**config.mk**
```make
export PLATFORM = sky130hd
export DESIGN_NAME = rd_cmp
export DESIGN_NICKNAME = d
export VERILOG_FILES = /design/src/rtl/mem_checker_pkg.sv /design/src/rtl/rd_cmp_prefetch.sv /design/src/rtl/rd_cmp.sv
export SDC_FILE = /design/constraint.sdc
export NUM_CORES = 1
export LEC_CHECK = 0
export BUFFER_PORTS_ARGS = -buffer_cell sky130_fd_sc_hd__buf_4
export CORE_ASPECT_RATIO = 1.5
export CORE_MARGIN = 2
export CORE_UTILIZATION = 44
export DETAILED_ROUTE_END_ITERATION = 7
export PLACE_DENSITY = 0.74
export REMOVE_ABC_BUFFERS = 1
export SYNTH_ARGS = -nofsm -noshare
export SYNTH_HDL_FRONTEND = slang
export SYNTH_HIERARCHICAL = 1
export SYNTH_SLANG_ARGS = --single-unit
```
**constraint.sdc**
```tcl
create_clock -name clk_i -period 5.6 [get_ports clk_i]
set_input_delay 0.56 -clock clk_i [delete_from_list [all_inputs] [get_ports clk_i]]
set_output_delay 0.56 -clock clk_i [all_outputs]
set_load 0.01 [all_outputs]
```
**src/rtl/mem_checker_pkg.sv**
```systemverilog
// Shared types for the memory checker: compare-FIFO entry layout and the
// byte-enable expansion helper used by the read-side comparator.
package mem_checker_pkg;

  localparam int ADDR_W = 32;
  localparam int DATA_W = 32;
  localparam int BE_W   = DATA_W / 8;

  typedef struct packed {
    logic [ADDR_W-1:0] addr;
    logic [DATA_W-1:0] data;
    logic [BE_W-1:0]   be;
  } cmp_struct_t;

  // Replicate each byte-enable bit across its 8 data bits.
  function automatic logic [DATA_W-1:0] be_expand(input logic [BE_W-1:0] be);
    logic [DATA_W-1:0] m;
    m = '0;
    for (int i = 0; i < BE_W; i++) begin
      m[i*8 +: 8] = {8{be[i]}};
    end
    return m;
  endfunction

endpackage

```
**src/rtl/rd_cmp_prefetch.sv**
```systemverilog
// Entry prefetch for rd_cmp: hides the 1-cycle FIFO read latency with a
// one-deep holding register so that one expected entry can be paired with a
// read beat every cycle.
module rd_cmp_prefetch
  import mem_checker_pkg::*;
(
  input  logic        clk_i,
  input  logic        srst_n_i,
  input  logic        fifo_empty_i,
  output logic        fifo_rdreq_o,
  input  cmp_struct_t fifo_q_i,
  input  logic        rd_data_valid_i,
  output cmp_struct_t head_o,
  output logic        avail_o,
  output logic        consume_o
);

  logic        pend;
  logic        cur_v;
  cmp_struct_t cur;

  // pend: fifo_q_i carries a freshly popped entry this cycle.
  // cur_v: an entry is parked in cur. The two are never both set.
  assign avail_o      = pend | cur_v;
  assign head_o       = cur_v ? cur : fifo_q_i;
  assign consume_o    = rd_data_valid_i & avail_o;
  // Gated by reset so no pop is issued while the FIFO is being reset too.
  assign fifo_rdreq_o = srst_n_i & ~fifo_empty_i & (~avail_o | consume_o);

  // Track outstanding pop and holding-register occupancy.
  always_ff @(posedge clk_i) begin
    if (!srst_n_i) begin
      pend  <= 1'b0;
      cur_v <= 1'b0;
    end else begin
      pend <= fifo_rdreq_o;
      if (pend && !consume_o) begin
        cur_v <= 1'b1;
      end else if (consume_o) begin
        cur_v <= 1'b0;
      end
    end
  end

  // Park a popped entry that was not consumed on arrival.
  always_ff @(posedge clk_i) begin
    if (pend && !consume_o) begin
      cur <= fifo_q_i;
    end
  end

endmodule

```
**src/rtl/rd_cmp.sv**
```systemverilog
// Read-side comparator of the memory checker. Pairs expected entries from the
// compare FIFO with returned read beats, compares under byte mask and keeps
// saturating statistics. Optional macro RD_CMP_ERR_DATA_EN enables capture of
// the first mismatching read data on first_err_data_o (otherwise tied to 0).
module rd_cmp
  import mem_checker_pkg::*;
#(
  parameter int CNT_W = 32
)
(
  input  logic              clk_i,
  input  logic              srst_n_i,
  input  logic              fifo_empty_i,
  output logic              fifo_rdreq_o,
  input  cmp_struct_t       fifo_q_i,
  input  logic              rd_data_valid_i,
  input  logic [DATA_W-1:0] rd_data_i,
  input  logic              start_i,
  output logic [CNT_W-1:0]  cmp_cnt_o,
  output logic [CNT_W-1:0]  err_cnt_o,
  output logic              err_o,
  output logic [ADDR_W-1:0] first_err_addr_o,
  output logic [DATA_W-1:0] first_err_data_o,
  output logic              underflow_o
);

  function automatic logic [CNT_W-1:0] sat_inc(input logic [CNT_W-1:0] v);
    return (&v) ? v : v + CNT_W'(1);
  endfunction

  cmp_struct_t head;
  logic        avail;
  logic        consume;

  rd_cmp_prefetch u_prefetch (
    .clk_i           (clk_i),
    .srst_n_i        (srst_n_i),
    .fifo_empty_i    (fifo_empty_i),
    .fifo_rdreq_o    (fifo_rdreq_o),
    .fifo_q_i        (fifo_q_i),
    .rd_data_valid_i (rd_data_valid_i),
    .head_o          (head),
    .avail_o         (avail),
    .consume_o       (consume)
  );

  // Stage 1: register the consumed beat and its expected entry.
  logic              vld_p1;
  logic [ADDR_W-1:0] addr_p1;
  logic [DATA_W-1:0] rd_p1;
  logic [DATA_W-1:0] exp_p1;
  logic [BE_W-1:0]   be_p1;

  // S1 valid; start discards a beat already in flight.
  always_ff @(posedge clk_i) begin
    if (!srst_n_i || start_i) begin
      vld_p1 <= 1'b0;
    end else begin
      vld_p1 <= consume;
    end
  end

  // S1 data, loaded only when a beat is paired with an entry.
  always_ff @(posedge clk_i) begin
    if (consume) begin
      addr_p1 <= head.addr;
      rd_p1   <= rd_data_i;
      exp_p1  <= head.data;
      be_p1   <= head.be;
    end
  end

  // Stage 2: masked compare; an all-zero byte enable can never mismatch.
  logic mismatch_p2;
  assign mismatch_p2 = |((rd_p1 ^ exp_p1) & be_expand(be_p1));

  // Statistics; start wins over a same-cycle update.
  always_ff @(posedge clk_i) begin
    if (!srst_n_i || start_i) begin
      cmp_cnt_o        <= '0;
      err_cnt_o        <= '0;
      err_o            <= 1'b0;
      first_err_addr_o <= '0;
      underflow_o      <= 1'b0;
    end else begin
      if (rd_data_valid_i && !avail) begin
        underflow_o <= 1'b1;
      end
      if (vld_p1) begin
        cmp_cnt_o <= sat_inc(cmp_cnt_o);
        if (mismatch_p2) begin
          err_cnt_o <= sat_inc(err_cnt_o);
          err_o     <= 1'b1;
          if (!err_o) begin
            first_err_addr_o <= addr_p1;
          end
        end
      end
    end
  end

`ifdef RD_CMP_ERR_DATA_EN
  // Capture read data of the first mismatch.
  always_ff @(posedge clk_i) begin
    if (!srst_n_i || start_i) begin
      first_err_data_o <= '0;
    end else if (vld_p1 && mismatch_p2 && !err_o) begin
      first_err_data_o <= rd_p1;
    end
  end
`else
  assign first_err_data_o = '0;
`endif

endmodule

```
---- After elaboration in Yosys (flattened, before gate mapping) ----
Index checks and enable logic that the tools add are counted.
operators by class
  multiplexer cells ....................... 3
  reduce and logical (&&, ||, !) cells .... 14
  add/subtract/negate cells ............... 2
  bitwise operators ....................... 12
operator list
  kind                   count
  $mux 68                1
  $add 32x1->32 const B  2
  $reduce_and 32->1      2
  $and 32x32->32         1
  $reduce_or 32->1       1
  $xor 32x32->32         1
  $reduce_and 3->1       2
  $not 1->1              5
  $reduce_and 2->1       2
  $and 1x1->1            3
  $logic_not 1->1        3
  $logic_and 1x1->1      2
  $mux 1                 2
  $or 1x1->1             2
  $reduce_bool 2->1      1
  $logic_or 1x1->1       1
word-level totals
  output and inout port bits .............. 131
  word-level logic and storage cells ...... 46
  input port bits ......................... 105
  flip-flop bits (word level) ............. 269

---- Logic depth before layout (Yosys ltp) ----
  word-level depth ........................ 5
  depth in mapped cells ................... 9
  mapped depth without buffers ............ 7

---- Modules after synthesis ----
Netlist, hierarchy kept.
by module, submodules not included
  module           instances  cells each  seq. area each (sq um)  area an instance (sq um)
  rd_cmp           1          726         4984.8                  8100.3
  rd_cmp_prefetch  1          154         2082.0                  2972.9

---- Worst setup path after synthesis ----
OpenSTA, ideal clock, no wires.
  path type ............................... input-to-reg
  from .................................... input rd_data_valid_i
  to ...................................... register u_prefetch/cur[0] (netlist bit), enable pin
  required time ........................... 5.096 ns
  buffers on the path ..................... 0
  library setup time ...................... 0.504 ns
  arrival time ............................ 3.598 ns
  path slack .............................. 1.498 ns
  stages .................................. 1
  path through ............................ nor2b_1
between the ends
  word-level cells in the longest chain between the ends .. 3
RTL lines
  element                 RTL line               RTL
  start: declaration      rd_cmp.sv:16           input logic rd_data_valid_i,
  $and 1x1->1             rd_cmp_prefetch.sv:26  assign consume_o = rd_data_valid_i & avail_o;
  $logic_not 1->1         rd_cmp_prefetch.sv:47  if (pend && !consume_o) begin
  $logic_and 1x1->1       rd_cmp_prefetch.sv:47
  end signal: assignment  rd_cmp_prefetch.sv:48  cur <= fifo_q_i;
  end: declaration        rd_cmp_prefetch.sv:20  cmp_struct_t cur;
No other way between the ends.
A chain may end at the register's enable or synchronous reset.

---- Final worst setup path ----
  from .................................... register u_prefetch.cur_v
  to ...................................... output fifo_rdreq_o
between the ends
  word-level cells in the longest chain between the ends .. 4
  elaborated cells on any way between the ends .. 5
  classes of those cells .................. 5 x bitwise
RTL lines
  element                                   RTL line                                      RTL
  start: declaration                        rd_cmp_prefetch.sv:19                         logic cur_v;
  start signal: assignment                  rd_cmp_prefetch.sv:34                         cur_v <= 1'b0;
  start signal: assignment                  rd_cmp_prefetch.sv:38                         cur_v <= 1'b1;
  start signal: assignment                  rd_cmp_prefetch.sv:40                         cur_v <= 1'b0;
  $or 1x1->1 *                              rd_cmp_prefetch.sv:24                         assign avail_o = pend | cur_v;
  $and 1x1->1 or $not 1->1 (tied branches)  rd_cmp_prefetch.sv:26, rd_cmp_prefetch.sv:28
  $or 1x1->1 *                              rd_cmp_prefetch.sv:28                         assign fifo_rdreq_o = srst_n_i & ~fifo_empty_i & (~avail_o | consume_o);
  $and 1x1->1 *                             rd_cmp_prefetch.sv:28
  end: declaration                          rd_cmp.sv:14                                  output logic fifo_rdreq_o,
Every way passes the cells marked *; elsewhere a longest branch is shown, timed or not.

==> results by group <==
Status
  • Status: complete, no violations

Timing
  • Final setup margin: 2.89 ns
  • Setup TNS: 0 ns
  • Fmax: 0.369 GHz
  • Hold Vio Cnt, Final: 0
  • Final Setup Violations: 0
  • Fin Hold WS: 0.209 ns
  • Final Max Slew Viols: 0
  • Fin crit share: 48.4%
  • Rel. slew slack: 25.4%
  • Clock skew: 0.00722 ns
  • Final min period: 2.71 ns
  • Slew of the pin with the lowest slew margin: 1.12 ns
  • RSZ-0062 raised after global routing: false

Clock network
  • Longest Clk Path Bufs: 3
  • Root Driver: clkbuf_16
  • CTS resizes: 0
  • Max H-tree Level: 1
  • Clk Latency, worst-skew pair: 0.52 ns
  • Num CTS Buffers: 26
  • Postcts setup bufs: 0
  • Hold Buf Count CTS: 0
  • CTS sink count: 269
  • CTS tree: done
  • Clock transition at path regs: 0.06 ns

Layout
  • # diodes: 0
  • Nets: 1181
  • Synth-to-Final Area Change: 23.1%
  • Share of cells above drive strength 1: 30.5%
  • Layout Utilization: 54.8%

Floorplanning
  • Die W: 134 um
  • Num ports: 236
  • Initial Util: 44.5%
  • Die Ht: 198 um
  • # rows: 71
  • Die footprint: 0.0265 mm^2
  • Core footprint: 0.0249 mm^2

Global routing
  • Pin count of the biggest net entering global routing: 105
  • Initial antenna violation count: 0
  • Global-route wire length before repair: 36400 um
  • Total grt overflow: 0
  • Vias in the first global route: 7157
  • GRT Util Overall: 17.2%

Synthesis
  • Area leader, netlist: edfxtp_1
  • Post-Synth Adder-Cell Area: 0.226%
  • Synth top cells by count: edfxtp_1 (168), dfxtp_1 (101), nand2_1 (76)
  • Count leader, synth: edfxtp_1
  • Post-Synth Simple-Gate Area: 14.4%
  • Post-synthesis compound-gate area fraction: 4.28%
  • Dominant combinational cell family by area after synthesis: simple AND/OR/NAND/NOR gates
  • Synthesized area: 0.0111 mm^2
  • Synth Area in XOR/XNOR: 4.59%
  • Synthesis warning total: 6
  • #FFs+latches synth: 269
  • Register area share after synthesis: 63.8%
  • Syn avg cell area: 12.6 um^2
  • Main synth FF type: edfxtp_1
  • Asr flop ratio synth: 0%
  • Distinct cells, synth: 48
  • Synth area leaders: edfxtp_1 (46%), dfxtp_1 (18%), mux2_2 (6.9%)
  • Synth top area share: 45.6%
  • Post-synthesis mux area share: 8.45%
  • Post-Syn Instances: 880
  • Post-synth EDFFs: 168

Routing
  • Antenna-violating nets left: 0
  • Drt wl/cell: 16.4 um
  • Uppermost layer routed: met4
  • Residual DRC: 0
  • Vias post-DR: 7328
  • Final WL: 23300 um
  • Vias per Instance: 5.16
  • 1st-iter DRT viols: 284
  • Pre-antenna DRT Iters: 4
  • WL met3: 1370 um
  • Met2 wire length: 12200 um
  • Length of routed wiring on met1: 9000 um

Setup path
  • Critical Path Fanout Max: 65
  • CP required: 5.04 ns
  • R2R setup slack: 3.00 ns
  • Critical path type: flop to output pin
  • Crit. End Element: output pin
  • Reg-to-Reg Start: vld_p1
  • Crit path DAT: 2.15 ns
  • Worst reg2reg endpoint: first_err_addr_o[6]
  • Reg2Reg Depth: 5
  • Critical Path Start Type: flop

Placed design
  • HPWL after DPL: 16000 um
  • GPL Wtd Cong: 0.744
  • IO buf count: 203
  • DP Worst Slack: 2.97 ns

Power and ir drop
  • PwrDens: 302 mW/mm^2
  • Peak VDD IR: 0.296 mV
  • Leak pwr: 4.80 nW
  • Power Total: 4.12 mW

Min path
  • Min-Delay Path Class: input port to flop
  • Hold Crit Depth: 2
  • Min-delay src: fifo_empty_i
  • Hold Path End: u_prefetch/pend

Flow run
  • Max_cap viols: 0
## through the flow
stage	cell area (um^2)	instances
6_report	13600	1421
2_1_floorplan	10700	835
3_5_place_dp	12800	1374
5_1_grt	13600	1421
4_1_cts	13600	1421
3_3_place_gp	12800	1374
## placed cells by master, fill, tap and decap left out, types with 5 or more instances in the layout
cell type	count
xor2_1	18
and3_1	13
a21oi_1	18
nand2_1	76
mux2i_1	17
o21ai_0	44
nand4_1	27
edfxtp_1	168
clkbuf_16	27
clkinv_1	5
conb_1	32
xnor2_1	40
mux2_2	68
buf_4	211
dfxtp_1	100
nor4_1	11
nor2_1	39
inv_1	7
o31ai_1	11
nand3_1	59
or4_1	15
nand2b_1	18
or3_1	7
## layout make-up
cell class,count,area [um^2]
Sequential cell,269,7070
Tap cell,328,410
Clock buffer,30,687
Fill cell,2146,11200
Multi-Input combinational cell,559,3690
Clock inverter,17,169
Timing Repair Buffer,211,1580
Inverter,7,26.3
## cell families (layout without fill, tap and decap cells)
kind of cell | Yosys count | count (layout)
compound gates | 83 | 83
xor+xnor | 58 | 58
fa+ha+maj | 2 | 2
buf+inv | 83 | 265
flops | 269 | 269
mux | 85 | 85
other cells | 1 | 32
simple gates | 299 | 299
## worst max-delay path: stages, from the launching register on
cell and delay, ns:
dfxtp_4 0.39, buf_4 0.70, o21bai_2 0.16, nor3b_1 0.18, buf_4 0.14
## sequential cells by signal, indices dropped and copies added, names as in the netlist
signal / cells
err_o: 1
exp_p1: 32
u_prefetch/cur: 68
rd_p1: 32
addr_p1: 32
vld_p1: 1
underflow_o: 1
u_prefetch/pend: 1
be_p1: 4
err_cnt_o: 32
first_err_addr_o: 32
u_prefetch/cur_v: 1
cmp_cnt_o: 32
## layer usage
layer	vias up	track usage (%)
li1	3545	-
met1	3528	19.8
met2	209	31.3
met3	46	3.58
met4	0	6.70
met5	-	0
## worst max-delay path by stage
stage | startpoint | end | slack, ns | depth (start not counted)
after detailed placement | exp_p1[4] | first_err_addr_o[13] | 2.97 | 7
final | u_prefetch/cur_v | fifo_rdreq_o | 2.89 | 4
after floorplan | start_i | err_cnt_o[12] | 1.23 | 3
after CTS | u_prefetch/cur_v | fifo_rdreq_o | 2.86 | 4
after global placement | rd_data_valid_i | u_prefetch/cur[45] | 3.02 | 3
after global routing | u_prefetch/cur_v | fifo_rdreq_o | 2.74 | 4
## power by group
part           internal, mW  total, mW  switching [mW]
Sequential             2.16       2.18          0.0153
Combinational        0.0970      0.197          0.0997
Clock                  1.02       1.74           0.727
Total                  3.28       4.12           0.842
No activity file was read; power rests on OpenSTA's default activity.
